File: config.mk
export PLATFORM = sky130hd
export DESIGN_NAME = halut_cfg_loader
export DESIGN_NICKNAME = d
export VERILOG_FILES = /design/src/rtl/halut_cfg_loader.sv
export SDC_FILE = /design/constraint.sdc
export NUM_CORES = 1
export LEC_CHECK = 0
export ABC_AREA = 1
export CAP_MARGIN = 20
export CELL_PAD_IN_SITES_DETAIL_PLACEMENT = 0
export CELL_PAD_IN_SITES_GLOBAL_PLACEMENT = 2
export CORE_ASPECT_RATIO = 0.7
export CORE_MARGIN = 5
export CORE_UTILIZATION = 31
export DETAILED_ROUTE_END_ITERATION = 8
export PLACE_DENSITY_LB_ADDON = 0.1
export REMOVE_ABC_BUFFERS = 1
export SLEW_MARGIN = 20
export SYNTH_ARGS = -nofsm -noshare
export SYNTH_HDL_FRONTEND = slang
export SYNTH_SLANG_ARGS = --single-unit
File: constraint.sdc
create_clock -name clk_i -period 3.8 [get_ports clk_i]
set_input_delay 0.95 -clock clk_i [delete_from_list [all_inputs] [get_ports clk_i]]
set_output_delay 0.95 -clock clk_i [all_outputs]
set_load 0.02 [all_outputs]
File: src/rtl/halut_cfg_loader.sv
// halut_cfg_loader
// ----------------
// Configuration sequencer for the halutmatmul accelerator. Takes a single
// valid/ready stream of configuration words and writes them, in a fixed
// order, first into the encoder threshold memories and then into the decoder
// LUT memories. done_o tells the host that compute may be enabled.
//
// Optional feature: define HALUT_CFG_CHECKSUM_EN to append a checksum beat.
// The checksum is the running XOR of all table words. It is checked in a
// CHECK state, produces no write, and carries cfg_last_i instead of the final
// table word.
//
// Ports
//   clk_i, rst_i               clock, synchronous active-high reset
//   start_i                    begin a load sequence (IDLE only)
//   cfg_valid_i / cfg_ready_o  config stream handshake
//   cfg_data_i, cfg_last_i     config word and end-of-sequence marker
//   waddr_enc_o, wdata_enc_o   encoder threshold write address/data (broadcast)
//   we_enc_o                   one-hot write enable per encoder unit
//   m_addr_dec_o               decoder sub-unit select (broadcast)
//   waddr_dec_o, wdata_dec_o   decoder LUT write address/data (broadcast)
//   we_dec_o                   one-hot write enable per decoder group
//   busy_o, done_o, error_o    sequence status (done/error sticky until start)
//
// States
//   state    | meaning
//   IDLE     | waiting for start_i, stream not accepted
//   LOAD_ENC | accepting encoder threshold words
//   LOAD_DEC | accepting decoder LUT words
//   CHECK    | accepting the checksum word (checksum build only)
//   FINISH   | raise done_o, return to IDLE
//   FAIL     | raise error_o, return to IDLE
module halut_cfg_loader #(
  parameter int K             = 16,
  parameter int C             = 32,
  parameter int M             = 32,
  parameter int DataTypeWidth = 16,
  parameter int DecoderUnits  = 16,
  parameter int EncUnits      = 4,
  // derived, do not override
  localparam int DecUnitsX = M / DecoderUnits,
  localparam int EncDepth  = (C / EncUnits) * K,
  localparam int DecDepth  = C * K,
  localparam int EncWords  = C * K,
  localparam int DecWords  = M * C * K,
  localparam int EncAddrW  = (EncDepth > 1) ? $clog2(EncDepth) : 1,
  localparam int DecAddrW  = (DecDepth > 1) ? $clog2(DecDepth) : 1,
  localparam int MSelW     = (DecoderUnits > 1) ? $clog2(DecoderUnits) : 1,
  localparam int EncSelW   = (EncUnits > 1) ? $clog2(EncUnits) : 1,
  localparam int DecSelW   = (DecUnitsX > 1) ? $clog2(DecUnitsX) : 1,
  localparam int CntW      = $clog2(EncWords + DecWords + 1)
) (
  input  logic                     clk_i,
  input  logic                     rst_i,
  input  logic                     start_i,
  input  logic                     cfg_valid_i,
  output logic                     cfg_ready_o,
  input  logic [DataTypeWidth-1:0] cfg_data_i,
  input  logic                     cfg_last_i,
  output logic [EncAddrW-1:0]      waddr_enc_o,
  output logic [DataTypeWidth-1:0] wdata_enc_o,
  output logic [EncUnits-1:0]      we_enc_o,
  output logic [MSelW-1:0]         m_addr_dec_o,
  output logic [DecAddrW-1:0]      waddr_dec_o,
  output logic [DataTypeWidth-1:0] wdata_dec_o,
  output logic [DecUnitsX-1:0]     we_dec_o,
  output logic                     busy_o,
  output logic                     done_o,
  output logic                     error_o
);

`ifdef HALUT_CFG_CHECKSUM_EN
  typedef enum logic [2:0] {
    ST_IDLE     = 3'd0,
    ST_LOAD_ENC = 3'd1,
    ST_LOAD_DEC = 3'd2,
    ST_CHECK    = 3'd3,
    ST_FINISH   = 3'd4,
    ST_FAIL     = 3'd5
  } state_t;
`else
  typedef enum logic [2:0] {
    ST_IDLE     = 3'd0,
    ST_LOAD_ENC = 3'd1,
    ST_LOAD_DEC = 3'd2,
    ST_FINISH   = 3'd4,
    ST_FAIL     = 3'd5
  } state_t;
`endif

  state_t r_state;

  logic                     r_ready;
  logic                     r_busy;
  logic                     r_done;
  logic                     r_error;
  logic [EncAddrW-1:0]      r_waddr_enc;
  logic [DataTypeWidth-1:0] r_wdata_enc;
  logic [EncUnits-1:0]      r_we_enc;
  logic [MSelW-1:0]         r_m_addr_dec;
  logic [DecAddrW-1:0]      r_waddr_dec;
  logic [DataTypeWidth-1:0] r_wdata_dec;
  logic [DecUnitsX-1:0]     r_we_dec;

  // Running word index across both tables, plus the per-table address fields.
  logic [CntW-1:0]     r_cnt;
  logic [EncAddrW-1:0] r_enc_addr;
  logic [EncSelW-1:0]  r_enc_unit;
  logic [DecAddrW-1:0] r_dec_addr;
  logic [MSelW-1:0]    r_dec_m;
  logic [DecSelW-1:0]  r_dec_x;

  logic                w_hs;
  logic                w_enc_final;
  logic                w_dec_final;
  logic [EncUnits-1:0] w_enc_onehot;
  logic [DecUnitsX-1:0] w_dec_onehot;

  assign w_hs         = cfg_valid_i & r_ready;
  assign w_enc_final  = (r_cnt == CntW'(EncWords - 1));
  assign w_dec_final  = (r_cnt == CntW'(EncWords + DecWords - 1));
  assign w_enc_onehot = EncUnits'(1) << r_enc_unit;
  assign w_dec_onehot = DecUnitsX'(1) << r_dec_x;

`ifdef HALUT_CFG_CHECKSUM_EN
  logic [DataTypeWidth-1:0] r_csum;

  always_ff @(posedge clk_i) begin
    if (rst_i) begin
      r_csum <= '0;
    end else if (r_state == ST_IDLE && start_i) begin
      r_csum <= '0;
    end else if (w_hs && (r_state == ST_LOAD_ENC || r_state == ST_LOAD_DEC)) begin
      r_csum <= r_csum ^ cfg_data_i;
    end
  end
`endif

  always_ff @(posedge clk_i) begin
    if (rst_i) begin
      r_state      <= ST_IDLE;
      r_ready      <= 1'b0;
      r_busy       <= 1'b0;
      r_done       <= 1'b0;
      r_error      <= 1'b0;
      r_waddr_enc  <= '0;
      r_wdata_enc  <= '0;
      r_we_enc     <= '0;
      r_m_addr_dec <= '0;
      r_waddr_dec  <= '0;
      r_wdata_dec  <= '0;
      r_we_dec     <= '0;
      r_cnt        <= '0;
      r_enc_addr   <= '0;
      r_enc_unit   <= '0;
      r_dec_addr   <= '0;
      r_dec_m      <= '0;
      r_dec_x      <= '0;
    end else begin
      // Strobes are single-cycle: only a handshake in the current cycle
      // re-asserts one of them.
      r_we_enc <= '0;
      r_we_dec <= '0;

      case (r_state)
        ST_IDLE: begin
          if (start_i) begin
            r_done     <= 1'b0;
            r_error    <= 1'b0;
            r_busy     <= 1'b1;
            r_ready    <= 1'b1;
            r_cnt      <= '0;
            r_enc_addr <= '0;
            r_enc_unit <= '0;
            r_dec_addr <= '0;
            r_dec_m    <= '0;
            r_dec_x    <= '0;
            r_state    <= ST_LOAD_ENC;
          end
        end

        ST_LOAD_ENC: begin
          if (w_hs) begin
            r_we_enc    <= w_enc_onehot;
            r_waddr_enc <= r_enc_addr;
            r_wdata_enc <= cfg_data_i;
            r_cnt       <= r_cnt + 1'b1;
            if (r_enc_addr == EncAddrW'(EncDepth - 1)) begin
              r_enc_addr <= '0;
              r_enc_unit <= r_enc_unit + 1'b1;
            end else begin
              r_enc_addr <= r_enc_addr + 1'b1;
            end
            // The final word can never sit in the encoder table, so any
            // last marker here is premature.
            if (cfg_last_i) begin
              r_ready <= 1'b0;
              r_state <= ST_FAIL;
            end else if (w_enc_final) begin
              r_state <= ST_LOAD_DEC;
            end
          end
        end

        ST_LOAD_DEC: begin
          if (w_hs) begin
            r_we_dec     <= w_dec_onehot;
            r_m_addr_dec <= r_dec_m;
            r_waddr_dec  <= r_dec_addr;
            r_wdata_dec  <= cfg_data_i;
            r_cnt        <= r_cnt + 1'b1;
            if (r_dec_addr == DecAddrW'(DecDepth - 1)) begin
              r_dec_addr <= '0;
              if (r_dec_m == MSelW'(DecoderUnits - 1)) begin
                r_dec_m <= '0;
                r_dec_x <= r_dec_x + 1'b1;
              end else begin
                r_dec_m <= r_dec_m + 1'b1;
              end
            end else begin
              r_dec_addr <= r_dec_addr + 1'b1;
            end
`ifdef HALUT_CFG_CHECKSUM_EN
            // The checksum beat carries last, so last on any table word fails.
            if (cfg_last_i) begin
              r_ready <= 1'b0;
              r_state <= ST_FAIL;
            end else if (w_dec_final) begin
              r_state <= ST_CHECK;
            end
`else
            if (w_dec_final) begin
              r_ready <= 1'b0;
              r_state <= cfg_last_i ? ST_FINISH : ST_FAIL;
            end else if (cfg_last_i) begin
              r_ready <= 1'b0;
              r_state <= ST_FAIL;
            end
`endif
          end
        end

`ifdef HALUT_CFG_CHECKSUM_EN
        ST_CHECK: begin
          if (w_hs) begin
            r_ready <= 1'b0;
            if (cfg_last_i && (cfg_data_i == r_csum)) begin
              r_state <= ST_FINISH;
            end else begin
              r_state <= ST_FAIL;
            end
          end
        end
`endif

        ST_FINISH: begin
          r_ready <= 1'b0;
          r_done  <= 1'b1;
          r_busy  <= 1'b0;
          r_state <= ST_IDLE;
        end

        ST_FAIL: begin
          r_ready <= 1'b0;
          r_error <= 1'b1;
          r_done  <= 1'b0;
          r_busy  <= 1'b0;
          r_state <= ST_IDLE;
        end

        default: begin
          r_ready <= 1'b0;
          r_busy  <= 1'b0;
          r_state <= ST_IDLE;
        end
      endcase
    end
  end

  assign cfg_ready_o  = r_ready;
  assign waddr_enc_o  = r_waddr_enc;
  assign wdata_enc_o  = r_wdata_enc;
  assign we_enc_o     = r_we_enc;
  assign m_addr_dec_o = r_m_addr_dec;
  assign waddr_dec_o  = r_waddr_dec;
  assign wdata_dec_o  = r_wdata_dec;
  assign we_dec_o     = r_we_dec;
  assign busy_o       = r_busy;
  assign done_o       = r_done;
  assign error_o      = r_error;

endmodule

* Yosys cells after proc, flatten, opt, wreduce, memory -nomap -nowiden *
Cells that the tools add are included.

cells by class
  reduce and logical (&&, ||, !) cells = 22
  $lt $le $gt $ge = 0
  shift-type cells = 2
  bitwise logic cells = 5
  equality and inequality tests = 18
  add/subtract/negate cells = 6
  multiply operators = 0
  mux-type cells = 43
  divide/modulo/power cells = 0

operators with widths
  operator               number
  $mux 15                2
  $pmux 15 s2            1
  $mux 9                 3
  $mux 3                 7
  $mux 7                 3
  $pmux 9 s2             1
  $mux 4                 4
  $add 15x1->15 const B  1
  $eq 15x15->1 const B   1
  $eq 15x9->1 const B    1
  $pmux 7 s2             1
  $ne 2x2->1 const B     6
  $reduce_and 3->1       4
  $mux 1                 10
  $reduce_and 2->1       5
  $reduce_and 5->1       2
  $add 9x1->9 const B    1
  $eq 9x9->1 const B     1
  $pmux 3 s3             1
  $pmux 4 s2             1
  $reduce_and 4->1       2
  $reduce_bool 2->1      4
  $add 7x1->7 const B    1
  $eq 7x7->1 const B     1
  other kinds (21)       32

word-level totals
  register bits after elaboration = 103
  memories kept = 0
  bits in latches = 0
  bits in read-only memories = 0
  memory bits (writable) = 0
  logic and storage cells = 114
  output and inout bits = 62

* Logic depth before layout (Yosys ltp) *
Gate-level depths: netlist (run 1).

  depth in word-level cells = 5
  depth in mapped cells = 12

* Least setup slack after synthesis (run 1) *
No wires, ideal clock.

  path type = input port to flip-flop
  start point = in cfg_valid_i
  end point = reg r_enc_unit[1]
  stages = 9
  setup slack = 1.820 ns
  path buffers = 0
  arrival time = 1.858 ns
  data required time = 3.678 ns
  cells stage by stage = nand2_1 -> nor2_2 -> nor2_4 -> inv_2 -> nand2_1 -> nand2_1 -> nand2_1 -> nand2_1 -> o21ai_0

on the way
  longest elaborated chain between the ends = 3

RTL lines
  item                        line  source
  start, declared             56    input logic cfg_valid_i,
  $and 1x1->1                 119   assign w_hs = cfg_valid_i & r_ready;
  $ne 2x2->1 (no line)        -
  $reduce_and 4->1 (no line)  -
  end signal, assigned        190   r_enc_unit <= r_enc_unit + 1'b1;
  end, declared               108   logic [EncSelW-1:0] r_enc_unit;

No other way between the ends.
A chain may end at the register's enable or synchronous reset.

* Worst setup path in the final report (run 1) *
Ends and elaborated chain as after synthesis.

==> flow_summary.ini, run 1 <==
[sta]
fin_crit_ns = 2.37
hold_viol = 0
clock_skew_ns = 0.00989
fmax_ghz = 0.422
slew_violations = 0
rsz0062_at_grt = false
fin_tns_setup_ns = 0
holdWs_ns = 0.477
slew_headroom_pct = 73.6
worst_pin_slew_ns = 0.395
timing.final.ws_setup_ns = 1.43
setup_viol = 0
post-route-period-util_pct = 62.4

[worst_setup_path]
crit_type = input pin to register
critical_path.cell_chain = clkdlybuf4s50_1, nand2_1, nor2_2, nor2_4, inv_2, nand2_1, nand2_1, nand2_1, nand2_1, o21ai_0
worstSetupEndpointType = register
crit_top_cell = nand2_1
cpPeakStageDelay_ns = 0.46
worstPathRequired_ns = 4.03
slowest_stage = clkdlybuf4s50_1
reg2reg_slack_ns = 1.62
cp-start-kind = input pin
critPathArrivalTime_ns = 2.60
crit_fanout = 8

[floorplanning]
die_area_sq_mm = 0.0164
die_x_microns = 151
initial_utilization_pct = 31.2
ios = 83
core_sq_mm = 0.0138
chipHeight_microns = 109
rows = 36

[grt]
grt_overflow = 0
gr-usage-all-layers_pct = 15.5
grt_pass1_vias = 3850
grt_pass1_wl_microns = 20000
antenna_found_initial = 0
grt_max_degree = 34

[placement]
dp_hpwl_microns = 8340
placed_area_sq_mm = 0.00532
gp_congestion = 0.810
io_buffers = 82
dp_slack_ns = 1.06

[pwr]
p_leak_nw = 2.26
power.density_mw_per_mm2 = 573
vdd_drop_max_uv = 299

[drt]
routed_wl_microns = 11900
drt_iter0_drc = 304
firstDrtPassIters = 4
num_vias = 3914
ant_nets = 0
drc = 0
avgViaCountPerCell = 4.55
wl_per_cell_microns = 13.9

[clocking]
root_buffer = clkbuf_16
clock-sinks = 103
cts_setup_buffers = 0
cts-resized-gates = 0
cts_hold_buf = 0
clk_path_buf_depth = 2
clk-insertion-delay-late_ns = 0.35
clk_pin_slew_ns = 0.07
h-tree-depth = 3
cts_tree = built
numCtsBuffers = 9

[logic_synthesis]
synth_warnings = 0
syn-instance-count = 584
synth_area_sq_mm = 0.00430
ys_seq_area_share_pct = 47.9
syn_area_per_cell_sq_um = 7.37
synth_cell_types = 31
synth-seq-cells = 103

[final_layout]
fillers = 1449
final_nets = 691
final_common_cell = nor2_1
antennaDiodeCount = 0
final_area_sq_mm = 0.00562
multi_input_area_sq_mm = 0.00197
layout_common_cells = nor2_1, dfxtp_1, clkdlybuf4s50_1
register_area_sq_mm = 0.00206
area_growth_syn_to_layout_pct = 30.6
drive_gt1_share_pct = 6.87

[flow_run]
cap_violations = 0

[status]
outcome = complete, no violations

[worst_hold_path]
min_path_type = register to register
path summary, 6_finish.rpt:
path | cells past startpoint | to | from
hold / removal | 1 | we_dec_o[0]$_SDFF_PP0_ | r_dec_x$_SDFFE_PP0P_
setup / recovery | 10 | r_enc_unit[1]$_SDFFE_PP0P_ | cfg_valid_i
hold reg to reg | 1 | we_dec_o[0]$_SDFF_PP0_ | r_dec_x$_SDFFE_PP0P_
setup reg to reg | 12 | r_dec_addr[4]$_SDFFE_PP0P_ | r_dec_addr[0]$_SDFFE_PP0P_
cells by family (layout without fill, tap and decap cells):
family | count (synthesis) | in the layout | share of synthesized area (%)
xor gates and xnor gates | 6 | 6 | 1.22
DFF | 103 | 103 | 47.9
adders and majority gates | 5 | 5 | 1.45
and+or+nand+nor | 289 | 289 | 29.6
buffers and inverters | 67 | 153 | 6.22
AOI/OAI and AO/OA | 114 | 114 | 13.6
Yosys cell counts:
cell,instances,area share (%)
nand3_2,3,0.70
nand2_2,5,0.73
dfxtp_1,103,48
nor3_1,16,1.9
nand4_1,8,1.2
nor2_1,143,12
xnor2_1,2,0.41
a21oi_1,40,4.7
xor2_1,4,0.81
and3_1,2,0.29
o21ai_0,67,7.8
buf_2,4,0.47
nor2_2,3,0.44
o21bai_1,1,0.17
inv_1,46,4.0
nor3b_1,2,0.35
buf_4,1,0.17
ha_1,5,1.5
o21ai_1,1,0.12
clkbuf_1,12,1.0
or2_2,1,0.15
a21oi_2,1,0.20
nand2_1,79,6.9
inv_2,3,0.26
buf_6,1,0.26
nand3_1,17,2.0
o211ai_1,1,0.17
nand2_4,4,1.0
o21a_1,1,0.17
a31oi_1,2,0.29
nor2_4,6,1.6
per-layer routing:
| layer | share of wire, % | track usage, % | up-vias |
|---|---|---|---|
| li1 | - | - | 2049 |
| met1 | 53 | 22.5 | 1786 |
| met2 | 39 | 21.5 | 71 |
| met3 | 6.2 | 5.53 | 8 |
| met4 | 1.0 | 3.88 | 0 |
| met5 | 0 | 0 | - |
sequential cells by signal, summed over array words and instances (netlist names), 2 cells and up:
signal        cells
m_addr_dec_o      4
r_cnt            15
r_dec_addr        9
r_dec_m           4
r_enc_addr        7
r_enc_unit        2
r_state           3
waddr_dec_o       9
waddr_enc_o       7
wdata_dec_o      16
wdata_enc_o      16
we_dec_o          2
we_enc_o          4
critical path: cells and delay by family:
family / cells / cell delay [ns]
AOI/OAI and AO/OA: 1 / 0.07
buffers and inverters: 2 / 0.59
and+or+nand+nor: 7 / 0.99
cell type report:
cell class                      instances  share of cell area, %
Multi-Input combinational cell        414                   35.1
Timing Repair Buffer                   88                   15.4
Tap cell                              190                   4.23
Clock inverter                          5                   1.18
Sequential cell                       103                   36.7
Clock buffer                           11                   4.14
Inverter                               49                   3.27
metrics by stage:
step	utilization, %	total power [mW]	std cells
2_1_floorplan	-	1.96	566
3_3_place_gp	38.6	2.30	844
3_5_place_dp	38.6	2.30	844
4_1_cts	40.8	3.27	860
5_1_grt	40.8	3.44	860
6_report	40.8	3.22	860
power by group:
group          internal [mW]  total [mW]  switching, mW
Clock                  0.520       0.950          0.430
Combinational          0.324        1.03          0.703
Sequential              1.17        1.24         0.0756
Power figures use the tool's default switching activity.
==> run 2, diff against run 1 <==
--- a/config.mk
+++ b/config.mk
@@ -11,7 +11,7 @@
 export CELL_PAD_IN_SITES_GLOBAL_PLACEMENT = 2
 export CORE_ASPECT_RATIO = 0.7
 export CORE_MARGIN = 5
-export CORE_UTILIZATION = 31
+export CORE_UTILIZATION = 26
 export DETAILED_ROUTE_END_ITERATION = 8
 export PLACE_DENSITY_LB_ADDON = 0.1
 export REMOVE_ABC_BUFFERS = 1
==> constraint.sdc (replaced) <==
create_clock -name clk_i -period 1.9 [get_ports clk_i]
set_input_delay 0.475 -clock clk_i [delete_from_list [all_inputs] [get_ports clk_i]]
set_output_delay 0.475 -clock clk_i [all_outputs]
set_load 0.02 [all_outputs]
==> run 2 against run 1 <==
Compared with the run above: the flow now finishes with violations (negative setup slack); sequential share of layout area decreased by 2.6 points; die area up 18%; global-route usage is 1.8 points lower; count of clock-buffer cells in the layout shrank 1; register-to-register slack got worse by 1.6 ns; sequential cell count is the same; cell count grew 8.4%; sequential power is 100% higher; cell area rose by 7.9%.
==> flow_summary.ini, run 2 (synthesis results as in run 1) <==
[sta]
fin_tns_setup_ns = -0.00406
clock_skew_ns = 0.00720
slew_violations = 0
setup_viol = 1
fin_crit_ns = 1.90
hold_viol = 0
worst_pin_slew_ns = 0.382
holdWs_ns = 0.466
timing.final.ws_setup_ns = -0.00406
post-route-period-util_pct = 100
rsz0062_at_grt = true
fmax_ghz = 0.525
slew_headroom_pct = 74.5

[clocking]
clk_path_buf_depth = 2
clock-sinks = 103
numCtsBuffers = 9
root_buffer = clkbuf_16
cts_hold_buf = 0
cts_tree = built
h-tree-depth = 3
clk-insertion-delay-late_ns = 0.35
clk_pin_slew_ns = 0.07

[worst_hold_path]
hp-start = error_o$_SDFFE_PP0P_
worstHoldPathCells = 2
min_path_type = register to register

[placement]
dp_cells = 914
dp_hpwl_microns = 9150
placed_area_sq_mm = 0.00568
dp_slack_ns = -0.161
gp_congestion = 0.760
io_buffers = 82

[grt]
grt_overflow = 0
grt_pass1_vias = 4081
grt_pass1_wl_microns = 21100
grt_max_degree = 35
antenna_found_initial = 0
gr-usage-all-layers_pct = 13.7

[floorplanning]
chipHeight_microns = 118
die_area_sq_mm = 0.0193
ios = 83
die_x_microns = 164
rows = 39
core_sq_mm = 0.0163
initial_utilization_pct = 26.4

[status]
violations = negative setup slack
outcome = finished with violations

[worst_setup_path]
worstSetupEndpointType = register
crit_fanout = 3
critPathArrivalTime_ns = 2.15
worstPathRequired_ns = 2.15
ff2ff_path_depth = 13
critPathCapture = r_dec_m[3]$_SDFFE_PP0P_
reg2reg_slack_ns = -0.004
critical_path.cell_chain = ha_4, nand2_4, nor3b_4, buf_6, nand2_4, nor2_2, ha_2, nor2_2, nor2_4, buf_6, nand2_2, xor2_1, nor2_1
r2r-end = r_dec_m[3]$_SDFFE_PP0P_
cp-start-kind = register
slowest_stage = dfxtp_2
reg2reg_from = r_dec_addr[1]$_SDFFE_PP0P_
crit_type = register to register
worstSetupStartpoint = r_dec_addr[1]$_SDFFE_PP0P_
cpPeakStageDelay_ns = 0.35

[pwr]
totalPowerFinal_mw = 6.92
power.density_mw_per_mm2 = 1140
p_leak_nw = 2.51
vdd_drop_max_uv = 372

[drt]
wl_per_cell_microns = 13.6
num_vias = 4037
ant_nets = 0
drt_iter0_drc = 196
drc = 0
routed_wl_microns = 12700
firstDrtPassIters = 4
avgViaCountPerCell = 4.33

[final_layout]
final_util_pct = 37.2
final_nets = 728
fillers = 1732
antennaDiodeCount = 0
area_growth_syn_to_layout_pct = 40.9
drive_gt1_share_pct = 14.0
multi_input_area_sq_mm = 0.00204
final_cell_count_no_fill = 932
layout_common_cells = nor2_1, dfxtp_1, clkdlybuf4s50_1
final_area_sq_mm = 0.00606
final_common_cell = nor2_1
register_area_sq_mm = 0.00206

[flow_run]
cap_violations = 0
## run 2: worst min path at each step
stage                                   endpoint  slack (ns)
after floorplan           we_dec_o[0]$_SDFF_PP0_        0.42
after global placement     r_cnt[5]$_SDFFE_PP0P_        0.46
after detailed placement    error_o$_SDFFE_PP0P_        0.46
after CTS                   error_o$_SDFFE_PP0P_        0.47
after global routing      we_enc_o[0]$_SDFF_PP0_        0.49
final                       error_o$_SDFFE_PP0P_        0.47
## run 2: repair_timing
item / 4_1_cts / 5_1_grt
pin swaps: 2 / 7
gates resized for setup: 5 / 19
setup endpoints to repair: 13 / 13
setup buffers: 1 / 1
## run 2: critical path: cells and delay by family (launching register included)
kind | cells | cell delay (ns)
buffers and inverters | 2 | 0.26
adder cells (fa/ha/maj) | 2 | 0.33
XOR/XNOR | 1 | 0.14
flip-flops | 1 | 0.35
AND/OR/NAND/NOR | 8 | 0.72
## run 2: area by class of cell
cell class	instances	share of cell area, %
tap	225	4.64
timing repair buffer	125	19.9
sequential	103	34.0
clock inverter	6	0.867
inverter	49	3.03
clock buffer	10	3.94
multi-input combinational	414	33.6
## run 2: report_power, final
part | switching, mW | total (mW) | leakage (nW) | internal [mW]
sequential | 0.146 | 2.48 | 0.833 | 2.34
combinational | 1.53 | 2.63 | 1.54 | 1.10
clock | 0.868 | 1.81 | 0.144 | 0.944
total | 2.54 | 6.92 | 2.51 | 4.38
## run 2: layer usage
metal	vias up	global-route usage (%)	wire length, microns
li1	2118	-	-
met1	1840	18.9	6530
met2	68	20.1	5280
met3	11	5.04	774
met4	0	3.46	138
met5	-	0	0
==> run 3, diff against run 2 <==
--- a/config.mk
+++ b/config.mk
@@ -5,13 +5,13 @@
 export SDC_FILE = /design/constraint.sdc
 export NUM_CORES = 1
 export LEC_CHECK = 0
-export ABC_AREA = 1
 export CAP_MARGIN = 20
 export CELL_PAD_IN_SITES_DETAIL_PLACEMENT = 0
 export CELL_PAD_IN_SITES_GLOBAL_PLACEMENT = 2
 export CORE_ASPECT_RATIO = 0.7
 export CORE_MARGIN = 5
-export CORE_UTILIZATION = 26
+export CORE_UTILIZATION = 27
+export CTS_CLUSTER_SIZE = 24
 export DETAILED_ROUTE_END_ITERATION = 8
 export PLACE_DENSITY_LB_ADDON = 0.1
 export REMOVE_ABC_BUFFERS = 1
==> run 3 against run 2 <==
Compared with the run above: the run still ends with negative setup slack left; cell area is 6.4% higher; critical path depth down 5; clock skew up 0.00067 ns; sequential cell count unchanged; first-iteration DRC count fell by 1.5%; register-to-register slack got worse by 0.05 ns; via count increased by 6.0%.
==> flow_summary.ini, run 3 <==
[status]
outcome = finished with violations
violations = negative setup slack

[worst_hold_path]
min_path_type = register to register

[pwr]
totalPowerFinal_mw = 5.44
power.density_mw_per_mm2 = 843
vdd_drop_max_uv = 436
p_leak_nw = 2.30

[logic_synthesis]
synth_warnings = 0
synth_top_cell_area_share_pct = 46.4
synth_cell_types = 59
syn-instance-count = 544
synth.area.top_cells = dfxtp_1, nand2_1, a21oi_1
synth_edf_count = 0
yosysMostFrequentCell = nand2_1
synth_area_sq_mm = 0.00445
ys_seq_area_share_pct = 46.4
synth_common_cells = nand2_1, dfxtp_1, a21oi_1, nor2_1, clkbuf_1
postSynth.asyncResetShare_pct = 0
ys.flop_type = dfxtp_1
syn_area_per_cell_sq_um = 8.17
yosysTopAreaCell = dfxtp_1
synth-seq-cells = 103

[grt]
grt_pass1_vias = 4353
grt_max_degree = 31
grt_pass1_wl_microns = 22300
gr-usage-all-layers_pct = 14.4
grt_overflow = 0
antenna_found_initial = 0

[drt]
ant_nets = 0
num_vias = 4281
routed_wl_microns = 13800
drc = 0
drt_iter0_drc = 193
firstDrtPassIters = 4
avgViaCountPerCell = 4.69
wl_per_cell_microns = 15.2

[clocking]
root_buffer = clkbuf_16
numCtsBuffers = 9
cts_tree = built
clk_pin_slew_ns = 0.07
clock-sinks = 103
clk_path_buf_depth = 2
clk-insertion-delay-late_ns = 0.34
h-tree-depth = 3

[worst_setup_path]
cpPeakStageDelay_ns = 0.41
critPathCapture = r_dec_m[0]$_SDFFE_PP0P_
worstSetupEndpointType = register
reg2reg_from = r_dec_addr[2]$_SDFFE_PP0P_
slowest_stage = or3b_4
reg2reg_slack_ns = -0.05
ff2ff_path_depth = 8
path_depth = 8
critical_path.cell_chain = and4_4, nand2_4, nor2_4, ha_2, nand2_1, a221o_1, or3b_4, a21oi_2
cp_num_buf_inv = 0
r2r-end = r_dec_m[0]$_SDFFE_PP0P_
crit_type = register to register
crit_fanout = 2
cp-start-kind = register
worstSetupStartpoint = r_dec_addr[2]$_SDFFE_PP0P_
worstPathRequired_ns = 2.17
critPathArrivalTime_ns = 2.23
cpLargestDelayFamily = simple AND/OR/NAND/NOR gates

[floorplanning]
initial_utilization_pct = 27.4
chipHeight_microns = 117
core_sq_mm = 0.0162
rows = 39
die_area_sq_mm = 0.0192
die_x_microns = 163
ios = 83

[final_layout]
area_growth_syn_to_layout_pct = 45.1
drive_gt1_share_pct = 18.2
final_nets = 710
layout_common_cells = nand2_1, dfxtp_1, clkdlybuf4s50_1
antennaDiodeCount = 0
final_common_cell = nand2_1

[placement]
gp_congestion = 0.751
dp_hpwl_microns = 10100
io_buffers = 82

[sta]
fin_crit_ns = 1.95
timing.final.ws_setup_ns = -0.0524
post-route-period-util_pct = 103
slew_violations = 0
fin_tns_setup_ns = -0.0524
fmax_ghz = 0.512
slew_headroom_pct = 73.2
worst_pin_slew_ns = 0.396
setup_viol = 1
clock_skew_ns = 0.00787
hold_viol = 0
rsz0062_at_grt = true

[flow_run]
cap_violations = 0
[run 3: cell type report]
class / count / area, sq um
multi-input combinational: 404 / 2290
timing repair buffer: 160 / 1460
inverter: 6 / 22.5
tap: 225 / 282
clock inverter: 5 / 81.3
sequential: 103 / 2070
fill: 1672 / 9800
clock buffer: 10 / 239
[run 3: worst min-delay path by stage]
stage / from / to / slack, ns / depth (start not counted)
finish: waddr_enc_o[2]$_SDFFE_PP0N_ / waddr_enc_o[2]$_SDFFE_PP0N_ / 0.45 / 2
global route: waddr_enc_o[3]$_SDFFE_PP0N_ / waddr_enc_o[3]$_SDFFE_PP0N_ / 0.47 / 2
detailed placement: waddr_dec_o[5]$_SDFFE_PP0P_ / waddr_dec_o[5]$_SDFFE_PP0P_ / 0.45 / 2
global placement: waddr_enc_o[2]$_SDFFE_PP0N_ / waddr_enc_o[2]$_SDFFE_PP0N_ / 0.44 / 2
floorplan: r_dec_x$_SDFFE_PP0P_ / we_dec_o[0]$_SDFF_PP0_ / 0.42 / 1
CTS: waddr_enc_o[3]$_SDFFE_PP0N_ / waddr_enc_o[3]$_SDFFE_PP0N_ / 0.46 / 2
[run 3: per-stage QoR]
step                      setup WS (ns)  hold WS, ns  cell area [sq um]  utilization (%)  cells
after detailed placement         -0.468        0.446               6040             37.2    895
final                           -0.0524        0.454               6450             39.7    913
after global routing             -0.133        0.473               6450             39.7    913
after CTS                      -0.00555        0.458               6380             39.2    911
after floorplan                  -0.542        0.421               4310                -    513
after global placement           -0.474        0.442               6040             37.2    895
[run 3: timing repair]
| action | CTS | global route |
|---|---|---|
| hold buffers | 0 | 0 |
| gates resized for setup | 8 | 22 |
| setup endpoints to repair | 16 | 34 |
| setup buffers | 1 | 2 |
| pin swaps | 3 | 7 |
[run 3: power breakdown]
part | total (mW) | switching (mW) | internal [mW]
clock | 2.02 | 0.833 | 1.19
combinational | 1.11 | 0.596 | 0.516
sequential | 2.31 | 0.0870 | 2.22
[run 3: cells by family after synthesis]
logic type | Yosys count | share of synthesized area, %
AND/OR/NAND/NOR | 254 | 27.7
AO/OA/AOI/OAI | 125 | 16.8
multiplexers | 8 | 1.80
adder cells (fa/ha/maj) | 5 | 1.41
buffers and inverters | 37 | 3.52
flip-flops | 103 | 46.4
XOR/XNOR | 12 | 2.36
[run 3: per-layer routing]
layer / vias up / track usage (%) / share of wire, %
li1: 2200 / - / -
met4: 0 / 3.56 / 1.1
met3: 11 / 3.23 / 3.8
met5: - / 0 / 0
met1: 2002 / 19.4 / 51
met2: 68 / 23.5 / 44
[run 3: worst min-delay path: cells and delay by family, from the launching register on]
kind	cells	cell delay (ns)
flops	1	0.31
simple gates	1	0.05
compound gates	1	0.05
